<file path="src/rtl/fetch_pkg.sv">
// rtl/fetch_pkg.sv - shared types and constants for the instruction-fetch stage
package fetch_pkg;

    typedef enum logic [1:0] {
        FETCH = 2'd0,
        BUF   = 2'd1,
        DRAIN = 2'd2
    } state_t;

    localparam int unsigned PC_INC       = 4;
    localparam logic [31:0] BUBBLE_INSTR = 32'h0;

endpackage

</file>
<file path="src/rtl/fetch_skid_buf.sv">
// rtl/fetch_skid_buf.sv - one-entry {instr, pc} holding buffer for words acked during an ID stall
module fetch_skid_buf
    import fetch_pkg::*;
#(
    parameter int ADDR_W  = 64,
    parameter int INSTR_W = 32
) (
    input  logic               clk,
    input  logic               reset,
    input  logic               load_i,
    input  logic               clear_i,
    input  logic [INSTR_W-1:0] instr_i,
    input  logic [ADDR_W-1:0]  pc_i,
    output logic               full_o,
    output logic [INSTR_W-1:0] instr_o,
    output logic [ADDR_W-1:0]  pc_o
);

    logic               full_q;
    logic [INSTR_W-1:0] instr_q;
    logic [ADDR_W-1:0]  pc_q;

    always_ff @(posedge clk or posedge reset) begin
        if (reset) begin
            full_q  <= 1'b0;
            instr_q <= INSTR_W'(BUBBLE_INSTR);
            pc_q    <= '0;
        end else if (clear_i) begin
            full_q <= 1'b0;
        end else if (load_i) begin
            full_q  <= 1'b1;
            instr_q <= instr_i;
            pc_q    <= pc_i;
        end
    end

    assign full_o  = full_q;
    assign instr_o = instr_q;
    assign pc_o    = pc_q;

endmodule

</file>
<file path="src/rtl/fetch_unit.sv">
// rtl/fetch_unit.sv - LEGv8 IF stage: owns the PC, talks req/ack to imem, feeds IF/ID
module fetch_unit
    import fetch_pkg::*;
#(
    parameter int                ADDR_W   = 64,
    parameter int                INSTR_W  = 32,
    parameter logic [ADDR_W-1:0] RESET_PC = '0
) (
    input  logic               clk,
    input  logic               reset,
    input  logic               stall_id,
    input  logic               br_taken_id,
    input  logic [ADDR_W-1:0]  br_target_id,
    output logic               imem_req,
    output logic [ADDR_W-1:0]  imem_addr,
    input  logic               imem_ack,
    input  logic [INSTR_W-1:0] imem_rdata,
    output logic [INSTR_W-1:0] instr_if,
    output logic [ADDR_W-1:0]  pc_if,
    output logic [ADDR_W-1:0]  BLT_if,
    output logic               valid_if
);

    state_t             state_q, state_d;
    logic [ADDR_W-1:0]  pc_q, pc_d;
    logic [ADDR_W-1:0]  drain_addr_q, drain_addr_d;
    logic [INSTR_W-1:0] instr_q, instr_d;
    logic [ADDR_W-1:0]  pc_out_q, pc_out_d;
    logic [ADDR_W-1:0]  blt_q, blt_d;
    logic               valid_q, valid_d;

    logic               skid_load, skid_clear, skid_full;
    logic [INSTR_W-1:0] skid_instr;
    logic [ADDR_W-1:0]  skid_pc;
    logic [ADDR_W-1:0]  target, pc_next;

    assign target  = br_target_id & ~ADDR_W'(3);
    assign pc_next = pc_q + ADDR_W'(PC_INC);

    fetch_skid_buf #(.ADDR_W(ADDR_W), .INSTR_W(INSTR_W)) u_skid (
        .clk    (clk),
        .reset  (reset),
        .load_i (skid_load),
        .clear_i(skid_clear),
        .instr_i(imem_rdata),
        .pc_i   (pc_q),
        .full_o (skid_full),
        .instr_o(skid_instr),
        .pc_o   (skid_pc)
    );

    always_ff @(posedge clk or posedge reset) begin
        if (reset) begin
            state_q      <= FETCH;
            pc_q         <= RESET_PC;
            drain_addr_q <= '0;
            instr_q      <= INSTR_W'(BUBBLE_INSTR);
            pc_out_q     <= '0;
            blt_q        <= '0;
            valid_q      <= 1'b0;
        end else begin
            state_q      <= state_d;
            pc_q         <= pc_d;
            drain_addr_q <= drain_addr_d;
            instr_q      <= instr_d;
            pc_out_q     <= pc_out_d;
            blt_q        <= blt_d;
            valid_q      <= valid_d;
        end
    end

    always_comb begin
        state_d      = state_q;
        pc_d         = pc_q;
        drain_addr_d = drain_addr_q;
        instr_d      = instr_q;
        pc_out_d     = pc_out_q;
        blt_d        = blt_q;
        valid_d      = valid_q;
        skid_load    = 1'b0;
        skid_clear   = 1'b0;

        unique case (state_q)
            FETCH: begin
                if (br_taken_id) begin
                    pc_d    = target;
                    valid_d = 1'b0;
                    // An un-acked request cannot be withdrawn, so it must be drained first.
                    if (!imem_ack) begin
                        drain_addr_d = pc_q;
                        state_d      = DRAIN;
                    end
                end else if (stall_id) begin
                    if (imem_ack) begin
                        skid_load = 1'b1;
                        pc_d      = pc_next;
                        state_d   = BUF;
                    end
                end else if (imem_ack) begin
                    instr_d  = imem_rdata;
                    pc_out_d = pc_q;
                    blt_d    = pc_next;
                    valid_d  = 1'b1;
                    pc_d     = pc_next;
                end else begin
                    valid_d = 1'b0;
                end
            end
            BUF: begin
                if (br_taken_id) begin
                    skid_clear = 1'b1;
                    pc_d       = target;
                    valid_d    = 1'b0;
                    state_d    = FETCH;
                end else if (!stall_id && skid_full) begin
                    skid_clear = 1'b1;
                    instr_d    = skid_instr;
                    pc_out_d   = skid_pc;
                    blt_d      = skid_pc + ADDR_W'(PC_INC);
                    valid_d    = 1'b1;
                    state_d    = FETCH;
                end
            end
            DRAIN: begin
                if (br_taken_id) pc_d = target;
                if (br_taken_id || !stall_id) valid_d = 1'b0;
                if (imem_ack) state_d = FETCH;
            end
            default: state_d = FETCH;
        endcase
    end

    assign imem_req  = (state_q != BUF);
    assign imem_addr = (state_q == DRAIN) ? drain_addr_q : pc_q;
    assign instr_if  = instr_q;
    assign pc_if     = pc_out_q;
    assign BLT_if    = blt_q;
    assign valid_if  = valid_q;

endmodule

</file>
<file path="config.mk">
export PLATFORM = sky130hd
export DESIGN_NAME = fetch_unit
export DESIGN_NICKNAME = d
export VERILOG_FILES = /design/src/rtl/fetch_pkg.sv /design/src/rtl/fetch_skid_buf.sv /design/src/rtl/fetch_unit.sv
export SDC_FILE = /design/constraint.sdc
export NUM_CORES = 1
export LEC_CHECK = 0
export BUFFER_PORTS_ARGS = -buffer_cell sky130_fd_sc_hd__buf_2
export CORE_UTILIZATION = 30
export CTS_CLUSTER_DIAMETER = 60
export DETAILED_ROUTE_END_ITERATION = 16
export RECOVER_POWER = 25
export SLEW_MARGIN = 20
export SYNTH_ARGS = -nofsm -noshare
export SYNTH_HDL_FRONTEND = slang
export SYNTH_SLANG_ARGS = --single-unit
</file>
<file path="constraint.sdc">
create_clock -name clk -period 12.2 [get_ports clk]
set_input_delay 0 -clock clk [delete_from_list [all_inputs] [get_ports clk]]
set_output_delay 0 -clock clk [all_outputs]
set_load 0.02 [all_outputs]
</file>
==> results.ini <==
[sta]
rsz0062_at_grt=no
fin_skew_ns=0.0148
hold_viol=0
layout_min_cycle_time_ns=4.31
slew_headroom_pct=-192
fin_crit_sh_pct=35.3
setup_tns_ns=0
setup_viol=0
timing.fmax_ghz=0.232
final_max_slew_viol_count=93
tightest_slew_ns=4.36

[cells_and_area]
stdcell_area_mm2=0.0242
n_fill_cell=6423
most-common-layout-cells=dfrtp_1 (378), nand2_1 (259), mux2_2 (191)
drive_gt1_share_pct=20.8
fin_nets=2384
final_common_cell=dfrtp_1
multi_input_area_mm2=0.00949
final-seq-area_mm2=0.00946
area_growth_pct=23.2

[die]
die_h_um=258
start_util_pct=30.5
die_w_um=258
io_pins=327
row_count=93
dieArea_mm2=0.0666
core_area_mm2=0.0646

[grt]
grt.total_usage_pct=19.1
grt_pass1_wl_um=99100
grtUsageMet2_pct=31.7
grt_busiest_layer=met2
grt_pass1_vias=16558
grt_max_degree=147
met1_usage_pct=25.3
gr-total-overflow=0
antenna_found_initial=1
use_met3_pct=3.49

[worst_setup_path]
required_ns=12.68
critPathKind=flip-flop to flip-flop
start_kind=flip-flop
cp_common_cell=buf_4
critPathBufInv=3
crit_chain=inv_1 > ha_4 > buf_4 > mux2i_1 > or4_4 > buf_4 > or3_1 > mux2_2 > o211ai_1
worstPathMaxFanout=70
cp-end-kind=flip-flop
cp_slowest_cell=or4_4
slowest_delay_ns=0.82
cp_top_family=buffers and inverters
reg2reg_setup_slack_ns=7.89
cp_data_arrival_time_ns=4.79

[clock_tree]
cts_max_level=2
ctsRootBufferMaster=clkbuf_16
cts_setup_buffers=0
cts_tree=done
numCtsBuffers=45
clockBufferDepth=3
clkTransAtPathRegs_ns=0.06
cts_hold_repair.buffers=99
insertion_delay_ns=0.57
cts-resized-gates=0
clkSinkCount=378

[power]
ir_worst_vdd_mv=0.150
pwr-share-seq_pct=37.2
internal_power_mw=3.82
p_comb_share_pct=42.4
clockPowerShare_pct=20.4
switching_share_pct=44.0
p_leak_nw=10.0
p_switching_mw=3.00
p_per_area_mw_per_mm2=281

[drt]
viasPerCell=5.25
antenna_left=0
drc=0
drtPass1Iterations=7
drt_wl_total_um=64700
wl_per_cell_um=20.4
drt_iter0_markers=1392
vias=16633

[yosys]
yosys_warnings=0
synth_cell_types=65
synth_edf_count=0
avgSynthCellArea_um2=10.0
syn_area_mm2=0.0197
netlist_instances=1965
synth_seq_cells=378
ys.flop_type=dfrtp_1
ys_seq_area_share_pct=48.1
synthArstFlopShare_pct=100

[placed_design]
dp_hpwl_um=43600
port_buffers=318
place_congestion=0.855
dpl_cell_area_mm2=0.0219

[status]
outcome=finished with violations
violations=capacitance limit, slew limit

[job]
drv_cap=1

[hold_path]
hold_path_class=primary input to flip-flop

-- sequential cells by signal, indices dropped and copies added (netlist names) --
name and flops:
pc_q 62, u_skid.full_o 1, pc_if 62, state_q 2
instr_if 32, drain_addr_q 62, BLT_if 62, u_skid.instr_o 32
valid_if 1, u_skid.pc_o 62
-- worst min-delay path, cell delays in order --
cell,delay (ns)
buf_2,0.15
o21a_1,0.13
o21ai_0,0.14
nand2_1,0.10
o31ai_1,0.06
-- path summary, 6_finish.rpt --
check / start / to / cells after the start
worst min register to register: instr_if[19] / instr_if[19] / 2
worst max register to register: state_q[1] / BLT_if[54] / 9
worst max-delay path: state_q[1] / BLT_if[54] / 9
min in group asynchronous: reset / pc_if[51] / 3
max in group asynchronous: reset / drain_addr_q[53] / 5
worst min-delay path: imem_ack / state_q[0] / 5
-- layer usage --
layer  vias up  part of all wire, %
met1      8309                   44
li1       7607                    -
met2       612                   48
met5         -                    0
met4         0                  2.4
met3       105                  6.2
-- power by group through the flow --
| stage | Clock [mW] | Sequential [mW] | Combinational, mW |
|---|---|---|---|
| 6_report | 1.39 | 2.54 | 2.89 |
| 5_1_grt | 1.47 | 2.62 | 3.15 |
| 4_1_cts | 1.42 | 2.51 | 2.97 |
| 3_5_place_dp | 0 | 2.53 | 2.94 |
| 3_3_place_gp | 0 | 2.49 | 2.87 |
| 2_1_floorplan | 0 | 2.48 | 1.94 |
-- logic make-up after synthesis --
group / after synthesis / synth area share, %
mux: 304 / 16.7
compound gates: 397 / 12.1
buf+inv: 205 / 4.16
xor+xnor: 107 / 4.76
fa+ha+maj: 6 / 0.381
other cells: 1 / 0.0191
simple gates: 567 / 13.8
flops: 378 / 48.1
-- cell usage after synthesis (all sizes together), types with 4 or more instances --
cell	count	area, µm²
dfrtp	378	9460
nand2	261	982
o21ai	192	961
mux2	191	2150
clkbuf	142	536
mux2i	113	1130
nor2	69	259
a21oi	68	340
nand3	66	330
xnor2	62	543
xor2	45	394
buf	42	205
nand4	40	263
nor3	35	180
nor4	24	190
o221ai	24	216
o22ai	24	150
and3	21	131
inv	21	78.8
a2bb2oi	18	158
and4	16	141
a31oi	12	75.1
a22oi	11	82.6
o21a	8	60.1
o2bb2ai	8	70.1
or3	7	48.8
and2	6	37.5
ha	6	75.1
nor3b	5	37.5
o211ai	5	37.5
o22a	5	43.8
or2	5	31.3
or4	5	41.3
o311ai	4	35.0
o31ai	4	30.0
-- through the flow --
step | power, mW | hold WS, ns | utilization [%] | setup WS (ns) | instances
3_5_place_dp | 5.47 | 0.154 | 33.9 | 7.85 | 2985
6_report | 6.81 | 0.0765 | 37.5 | 7.89 | 3169
2_1_floorplan | 4.42 | 0.133 | - | 1.70 | 1970
3_3_place_gp | 5.36 | 0.159 | 33.9 | 7.93 | 2985
4_1_cts | 6.90 | 0.0219 | 37.8 | 7.82 | 3167
5_1_grt | 7.25 | 0.0779 | 37.5 | 7.42 | 3169
-- final cells by class --
type,count,area share (%)
multi-input combinational,1387,39.1
sequential,378,39.0
timing repair buffer,444,10.8
clock buffer,69,5.56
tap,855,4.41
clock inverter,14,0.697
inverter,21,0.330
antenna,1,0.0103
Power figures use the tool's default switching activity.
